<file path="src/rtl/rca_nibble_sequencer.sv">
// Multi-cycle WIDTH-bit adder that time-shares one 4-bit ripple-carry adder, LSB nibble first.
// Optional subtract mode (sub port, a - b) is built when RCA_SEQ_SUB_EN is defined.

module ripple_carry_adder (
   input  logic [3:0] A,
   input  logic [3:0] B,
   input  logic       Cin,
   output logic [3:0] Sum,
   output logic       Cout
);
   logic [4:0] w_c;

   always_comb begin
      w_c    = '0;
      Sum    = '0;
      w_c[0] = Cin;
      for (int i = 0; i < 4; i++) begin
         Sum[i]     = A[i] ^ B[i] ^ w_c[i];
         w_c[i + 1] = (A[i] & B[i]) | (w_c[i] & (A[i] ^ B[i]));
      end
      Cout = w_c[4];
   end
endmodule

// state  | meaning
// IDLE   | waiting for a start handshake; start_ready high
// RUN    | one nibble per cycle through the shared adder; busy high
// DONE   | sum/cout valid and frozen until the result handshake
module rca_nibble_sequencer #(
   parameter int WIDTH = 16
) (
   input  logic             clk,
   input  logic             rst_n,
   input  logic             start_valid,
   output logic             start_ready,
   input  logic [WIDTH-1:0] a,
   input  logic [WIDTH-1:0] b,
   input  logic             cin,
`ifdef RCA_SEQ_SUB_EN
   input  logic             sub,
`endif
   output logic [WIDTH-1:0] sum,
   output logic             cout,
   output logic             done_valid,
   input  logic             done_ready,
   output logic             busy
);
   localparam int NIB  = WIDTH / 4;
   localparam int IDXW = (NIB > 1) ? $clog2(NIB) : 1;
   localparam logic [IDXW-1:0] IDX_LAST = IDXW'(NIB - 1);

   typedef enum logic [1:0] {
      S_IDLE = 2'd0,
      S_RUN  = 2'd1,
      S_DONE = 2'd2
   } state_t;

   state_t            r_state;
   state_t            w_state_nxt;
   logic [WIDTH-1:0]  r_a;
   logic [WIDTH-1:0]  r_b;
   logic [WIDTH-1:0]  r_sum;
   logic              r_cout;
   logic              r_carry;
   logic [IDXW-1:0]   r_idx;
   logic [3:0]        w_a_nib;
   logic [3:0]        w_b_nib;
   logic [3:0]        w_sum_nib;
   logic              w_cout_nib;
   logic              w_last;

   assign w_a_nib = r_a[{r_idx, 2'b00} +: 4];
   assign w_b_nib = r_b[{r_idx, 2'b00} +: 4];
   assign w_last  = (r_idx == IDX_LAST);

   ripple_carry_adder u_rca (
      .A    (w_a_nib),
      .B    (w_b_nib),
      .Cin  (r_carry),
      .Sum  (w_sum_nib),
      .Cout (w_cout_nib)
   );

   always_ff @(posedge clk or negedge rst_n) begin
      if (!rst_n) r_state <= S_IDLE;
      else        r_state <= w_state_nxt;
   end

   always_comb begin
      w_state_nxt = r_state;
      case (r_state)
         S_IDLE:  if (start_valid)     w_state_nxt = S_RUN;
         S_RUN:   if (w_last)          w_state_nxt = S_DONE;
         S_DONE:  if (done_ready)      w_state_nxt = S_IDLE;
         default:                      w_state_nxt = S_IDLE;
      endcase
   end

   always_ff @(posedge clk or negedge rst_n) begin
      if (!rst_n) begin
         r_a     <= '0;
         r_b     <= '0;
         r_sum   <= '0;
         r_cout  <= 1'b0;
         r_carry <= 1'b0;
         r_idx   <= '0;
      end else begin
         case (r_state)
            S_IDLE: begin
               if (start_valid) begin
                  r_a   <= a;
                  r_idx <= '0;
                  r_sum <= '0;
`ifdef RCA_SEQ_SUB_EN
                  // subtract as a + ~b + 1; cout then reads as "no borrow"
                  r_b     <= sub ? ~b : b;
                  r_carry <= sub ? 1'b1 : cin;
`else
                  r_b     <= b;
                  r_carry <= cin;
`endif
               end
            end
            S_RUN: begin
               r_sum[{r_idx, 2'b00} +: 4] <= w_sum_nib;
               r_carry                    <= w_cout_nib;
               r_idx                      <= r_idx + 1'b1;
               if (w_last) r_cout <= w_cout_nib;
            end
            default: ;
         endcase
      end
   end

   assign start_ready = (r_state == S_IDLE);
   assign busy        = (r_state == S_RUN);
   assign done_valid  = (r_state == S_DONE);
   assign sum         = r_sum;
   assign cout        = r_cout;
endmodule
</file>
<file path="config.mk">
export PLATFORM = sky130hd
export DESIGN_NAME = rca_nibble_sequencer
export DESIGN_NICKNAME = d
export VERILOG_FILES = /design/src/rtl/rca_nibble_sequencer.sv
export SDC_FILE = /design/constraint.sdc
export NUM_CORES = 1
export LEC_CHECK = 0
export CAP_MARGIN = 10
export CORE_MARGIN = 2
export CORE_UTILIZATION = 54
export CTS_BUF_LIST = sky130_fd_sc_hd__clkbuf_16
export DETAILED_ROUTE_END_ITERATION = 8
export PLACE_DENSITY_LB_ADDON = 0.25
export REMOVE_ABC_BUFFERS = 1
export SYNTH_ARGS = -nofsm -noshare
export SYNTH_HDL_FRONTEND = slang
export SYNTH_SLANG_ARGS = --single-unit
</file>
<file path="constraint.sdc">
create_clock -name clk -period 8.3 [get_ports clk]
set_input_delay 0.83 -clock clk [delete_from_list [all_inputs] [get_ports clk]]
set_output_delay 0.83 -clock clk [all_outputs]
set_load 0.01 [all_outputs]
</file>
# ---- After elaboration in Yosys (flattened, before gate mapping)
# Index checks and enable logic that the tools add are counted.
dict set report word_totals {
  output_inout_bits 20
  input_bits 37
  ff_bits 54
  wordCells 56
}
dict set report op_classes {
  reduce_logical 6
  n_mux 11
  bitwise_logic 20
  n_shift 4
  n_eq_ne 6
  n_addsub 2
}
# cell count
set ops {}
lappend ops {{case mux 16 bit (2 select lines)} 1}
lappend ops {{indexed part select 16 x 5 -> 4 bit} 2}
lappend ops {{bitwise mux 16 bit} 1}
lappend ops {{2-to-1 mux 16 bit} 1}
lappend ops {{variable shift 4 x 6 -> 16 bit (first input constant)} 1}
lappend ops {{indexed part select 4 x 6 -> 16 bit} 1}
lappend ops {{bitwise AND 1 bit} 8}
lappend ops {{2-to-1 mux 2 bit} 4}
lappend ops {{bitwise XOR 1 bit} 8}
lappend ops {{negation 4 -> 6 bit} 1}
lappend ops {{case mux 2 bit (3 select lines)} 1}
lappend ops {{AND reduction 2 bit} 3}
lappend ops {{equality test 2 bit (second input constant)} 2}
lappend ops {{inequality test 2 x 1 -> 1 bit (second input constant)} 2}
lappend ops {{bitwise OR 1 bit} 4}
lappend ops {{case mux 2 bit (2 select lines)} 1}
lappend ops {{AND reduction 3 bit} 1}
lappend ops {{adder 2 x 1 -> 2 bit (second input constant)} 1}
lappend ops {{equality test 2 x 1 -> 1 bit (second input constant)} 1}
lappend ops {{zero test 2 bit} 1}
lappend ops {{inequality test 2 bit (second input constant)} 1}
lappend ops {{case mux 1 bit (2 select lines)} 1}
lappend ops {{nonzero test 2 bit} 1}
lappend ops {{2-to-1 mux 1 bit} 1}

# ---- Depth between registers and ports, before layout
dict set report logic_depth {
  word_depth 12
  ltp_mapped 11
  ltp_nobuf 10
}

# ---- By module
# From an unflattened synthesis, not the netlist that was laid out.
dict set report unflattened {
  hier_cells 243
  area_unflattened_um2 2608.8
}
# module cells_per_inst area_per_inst_um2 n_inst
set modules_own_cells {}
lappend modules_own_cells {rca_nibble_sequencer 229 2491.1 1}
lappend modules_own_cells {ripple_carry_adder 14 117.6 1}

# ---- Least setup slack after synthesis
# No wires, ideal clock.
dict set report synth_timing {
  path_type {register to register}
  from {register r_idx[0]}
  to {register r_sum[3], in the netlist sum[3]}
  synth_period_minus_slack_ns 2.867
  path_stages_with_launch 12
  t_arrival_ns 2.746
  path_slack_ns 5.433
  n_path_buf 1
  path_cell_list {dfrtp_1 -> buf_2 -> mux4_2 -> inv_1 -> fa_1 -> inv_1 -> fa_1 -> inv_1 -> fa_1 -> inv_1 -> fa_1 -> a22o_1}
}
dict set report synth_between {
  elab_chain_len 12
}
# element line_no
set synth_lines {}
lappend synth_lines {{from (decl)} 65} ;# logic [IDXW-1:0] r_idx;
lappend synth_lines {{from (signal assigned)} 127} ;# r_idx <= r_idx + 1'b1;
lappend synth_lines {{indexed part select 16 x 5 -> 4 bit, on equally long branches} {72, 73}}
lappend synth_lines {{bitwise XOR 1 bit} {18, 19}}
lappend synth_lines {{bitwise AND 1 bit} 19} ;# w_c[i + 1] = (A[i] & B[i]) | (w_c[i] & (A[i] ^ B[i]));
lappend synth_lines {{bitwise OR 1 bit} 19}
lappend synth_lines {{bitwise AND 1 bit} 19}
lappend synth_lines {{bitwise OR 1 bit} 19}
lappend synth_lines {{bitwise AND 1 bit} 19}
lappend synth_lines {{bitwise OR 1 bit} 19}
lappend synth_lines {{bitwise XOR 1 bit} 18} ;# Sum[i] = A[i] ^ B[i] ^ w_c[i];
lappend synth_lines {{indexed part select 4 x 6 -> 16 bit} 125} ;# r_sum[{r_idx, 2'b00} +: 4] <= w_sum_nib;
lappend synth_lines {{bitwise mux 16 bit (*)} 125}
lappend synth_lines {{case mux 16 bit (2 select lines) (*)} 108} ;# case (r_state)
lappend synth_lines {{to (signal, indexed assignment)} 125}
lappend synth_lines {{to (decl)} 62} ;# logic [WIDTH-1:0] r_sum;
# Mark *: on every way between the ends. The rest lies on a longest branch, timed or not.
# A chain may end at the register's enable or synchronous reset.

# ---- Worst setup path after layout
# Same ends and word-level chain as after synthesis.

==> results.py <==
metrics = {
    "synthesis": {
        "synth_ff_type": "dfrtp_1",
        "yosysWarningCount": 0,
        "async_flop_share_pct": 100,
        "netlist_area_sq_um": 2490,
        "synth_edf_count": 0,
        "ys_seq_elements": 54,
        "synth_cells": 171,
        "synthTopCellsByCount": "54 x dfrtp_1, 32 x mux2_2, 10 x inv_1",
        "synth.distinct_cells": 31,
        "yosysSeqAreaShare_pct": 54.2,
        "yosys-top-cells-area": "dfrtp_1 54%, mux2_2 14%, mux4_2 7.2%",
        "synth_top_area_share_pct": 54.2,
        "yosys.cell_count.top_type": "dfrtp_1",
        "yosysTopAreaCell": "dfrtp_1",
        "avgSynthCellArea_sq_um": 14.6,
    },
    "cts": {
        "tritoncts": "yes",
        "cts_root_buffer": "clkbuf_16",
        "clkSlewWorstSetupHoldPaths_ns": 0.07,
        "worstSkewPairLatency_ns": 0.29,
        "cts.sinks": 54,
        "cts_max_level": 2,
        "cts-resized-gates": 0,
        "clockBufferDepth": 2,
        "hold_buffers": 0,
        "cts_buffers": 5,
        "post_cts_buffers": 0,
    },
    "route": {
        "drt_iter0_drc": 87,
        "wl_um": 4930,
        "dr.pass1.iters": 4,
        "drt-wirelength-per-cell_um": 17.5,
        "vias": 1622,
        "drcViolationCount": 0,
        "detail-route-antenna-nets": 0,
        "via_per_inst": 5.77,
    },
    "timing": {
        "finalHoldViolCount": 0,
        "finalCriticalPeriod_ns": 3.24,
        "setup_tns_ns": 0,
        "fin_crit_sh_pct": 39.1,
        "rsz0062_at_grt": "no",
        "drv_slew": 0,
        "max_freq_mhz": 308,
        "final-setup-viol-count": 0,
        "worst_slew_pin_slew_ns": 0.699,
        "slew_headroom_pct": 53.4,
        "fin_skew_ns": 0.00781,
    },
    "floorplanning": {
        "die_w_um": 72.0,
        "dieArea_sq_um": 5180,
        "die_h_um": 72.0,
        "start_util_pct": 56.5,
        "ios": 57,
        "core_area_sq_um": 4410,
        "std_cell_rows": 24,
    },
    "setup_path": {
        "reg2reg_from": "r_idx[0]",
        "cp_slowest_stage_delay_ns": 0.79,
        "crit_path_end_kind": "flip-flop",
        "cp-startpoint": "r_idx[0]",
        "cp_data_required_time_ns": 8.47,
        "worstPathArrival_ns": 3.41,
        "crit_type": "flip-flop to flip-flop",
        "critPathMaxFanout": 15,
        "crit_chain": "mux4_2, inv_1, fa_1, inv_1, fa_1, inv_1, fa_1, inv_1, fa_1, a22o_1",
        "cpMaxStageDelayCell": "dfrtp_1",
        "start_kind": "flip-flop",
    },
    "final_layout": {
        "final_layout_size_suffix_gt1_share_pct": 22.3,
        "n_fill_cell": 283,
        "fin_util_pct": 72.8,
        "area_delta_synth_final_pct": 28.9,
        "register_area_sq_um": 1350,
        "num_antenna_cells": 0,
        "nets": 274,
        "layout.cells.non_filler": 281,
        "multiInputGateArea_sq_um": 1040,
    },
    "worst_hold_path": {
        "hold_path.class": "flip-flop to flip-flop",
        "hp-start": "sum[6]",
    },
    "pwr": {
        "cellLeakagePower_nw": 1.39,
        "vdd_ir_drop_max_uv": 232,
        "powerDensity_nw_per_um2": 421,
    },
    "grt": {
        "overflow": 0,
        "grt_pass1_wl_um": 8410,
        "grt_use_total_pct": 21.6,
        "antenna_found_initial": 0,
        "grt_pass1_vias": 1691,
        "grt_start_max_net_pins": 55,
    },
    "placed_design": {
        "routabilityCongestion": 0.820,
        "port-buffer-count": 56,
        "dp.cells": 273,
        "dp_hpwl_um": 3520,
    },
    "job": {
        "cap_viol_max_count": 0,
    },
    "status": {
        "status": "completed",
    },
}
-- path summary, 6_finish.rpt --
path	endpoint	slack [ns]	cells past startpoint
hold / removal	sum[6]	0.49	1
max in group asynchronous	r_a[8]	7.23	2
setup reg to reg	sum[3]	5.06	10
setup / recovery	sum[3]	5.06	10
min in group asynchronous	r_state[0]	0.52	1
hold reg to reg	sum[6]	0.49	1
-- metrics by stage --
stage                     area (sq um)  total power [mW]  hold WS, ns  setup WS (ns)
after global routing              3210              1.45        0.512           4.87
after global placement            3060              1.13        0.474           5.16
final                             3210              1.35        0.492           5.06
after detailed placement          3060              1.16        0.480           5.08
after CTS                         3190              1.36        0.499           5.01
after floorplan                   2430             0.914        0.453           5.39
-- registers in the layout, summed over array words and instances, names as in the netlist --
signal and flops:
r_a 16, r_idx 2, r_b 16, sum 16, r_state 2, cout 1, r_carry 1
-- cell type report --
cell class	instances	share of cell area, %
multi-input cells	99	32.4
inverters	11	1.29
repair buffers	58	18.1
well taps	52	2.02
clock inverters	2	0.234
flip-flops and latches	54	42.1
clock buffers	5	3.89
-- report_power, final --
group          switching (mW)  leakage [nW]  internal, mW
sequential              0.100         0.670         0.387
clock                  0.0832        0.0723         0.108
combinational           0.313         0.645         0.363
total                   0.496          1.39         0.858
-- routing by layer --
layer	vias up	share of wire, %	global-route usage [%]	wire, um
met2	45	52	37.1	2560
met1	826	42	27.2	2070
met5	-	0	0	0
met3	9	4.5	5.00	223
li1	742	-	-	-
met4	0	1.6	6.92	81
-- placed cells by master (no fill, tap or decap), types with 2 or more instances in the layout --
master / instances
mux4_2: 8
ha_1: 4
clkbuf_16: 5
a21o_1: 4
or3_1: 2
inv_1: 12
nor3_1: 2
nand2_1: 7
a22o_1: 8
mux2_2: 32
nand3b_1: 2
fa_1: 4
and3_1: 2
o2bb2ai_1: 8
nor2_1: 2
dfrtp_1: 54
nand3_1: 2
clkdlybuf4s50_1: 55
nand2b_1: 3
-- cell families (layout without fill, tap and decap cells) --
group / after synthesis / after routing / synth area share [%]
AOI/OAI and AO/OA: 24 / 24 / 7.98
adders and majority gates: 8 / 8 / 5.22
buffers and inverters: 18 / 76 / 4.11
DFF: 54 / 54 / 54.2
muxes: 41 / 41 / 22.1
and+or+nand+nor: 26 / 26 / 6.37
-- critical path: cells and delay by family (launching register included) --
kind	cells	cell delay (ns)
fa+ha+maj	4	1.23
flops	1	0.79
buf+inv	4	0.27
mux	1	0.58
compound gates	1	0.25
Power figures use the tool's default switching activity.
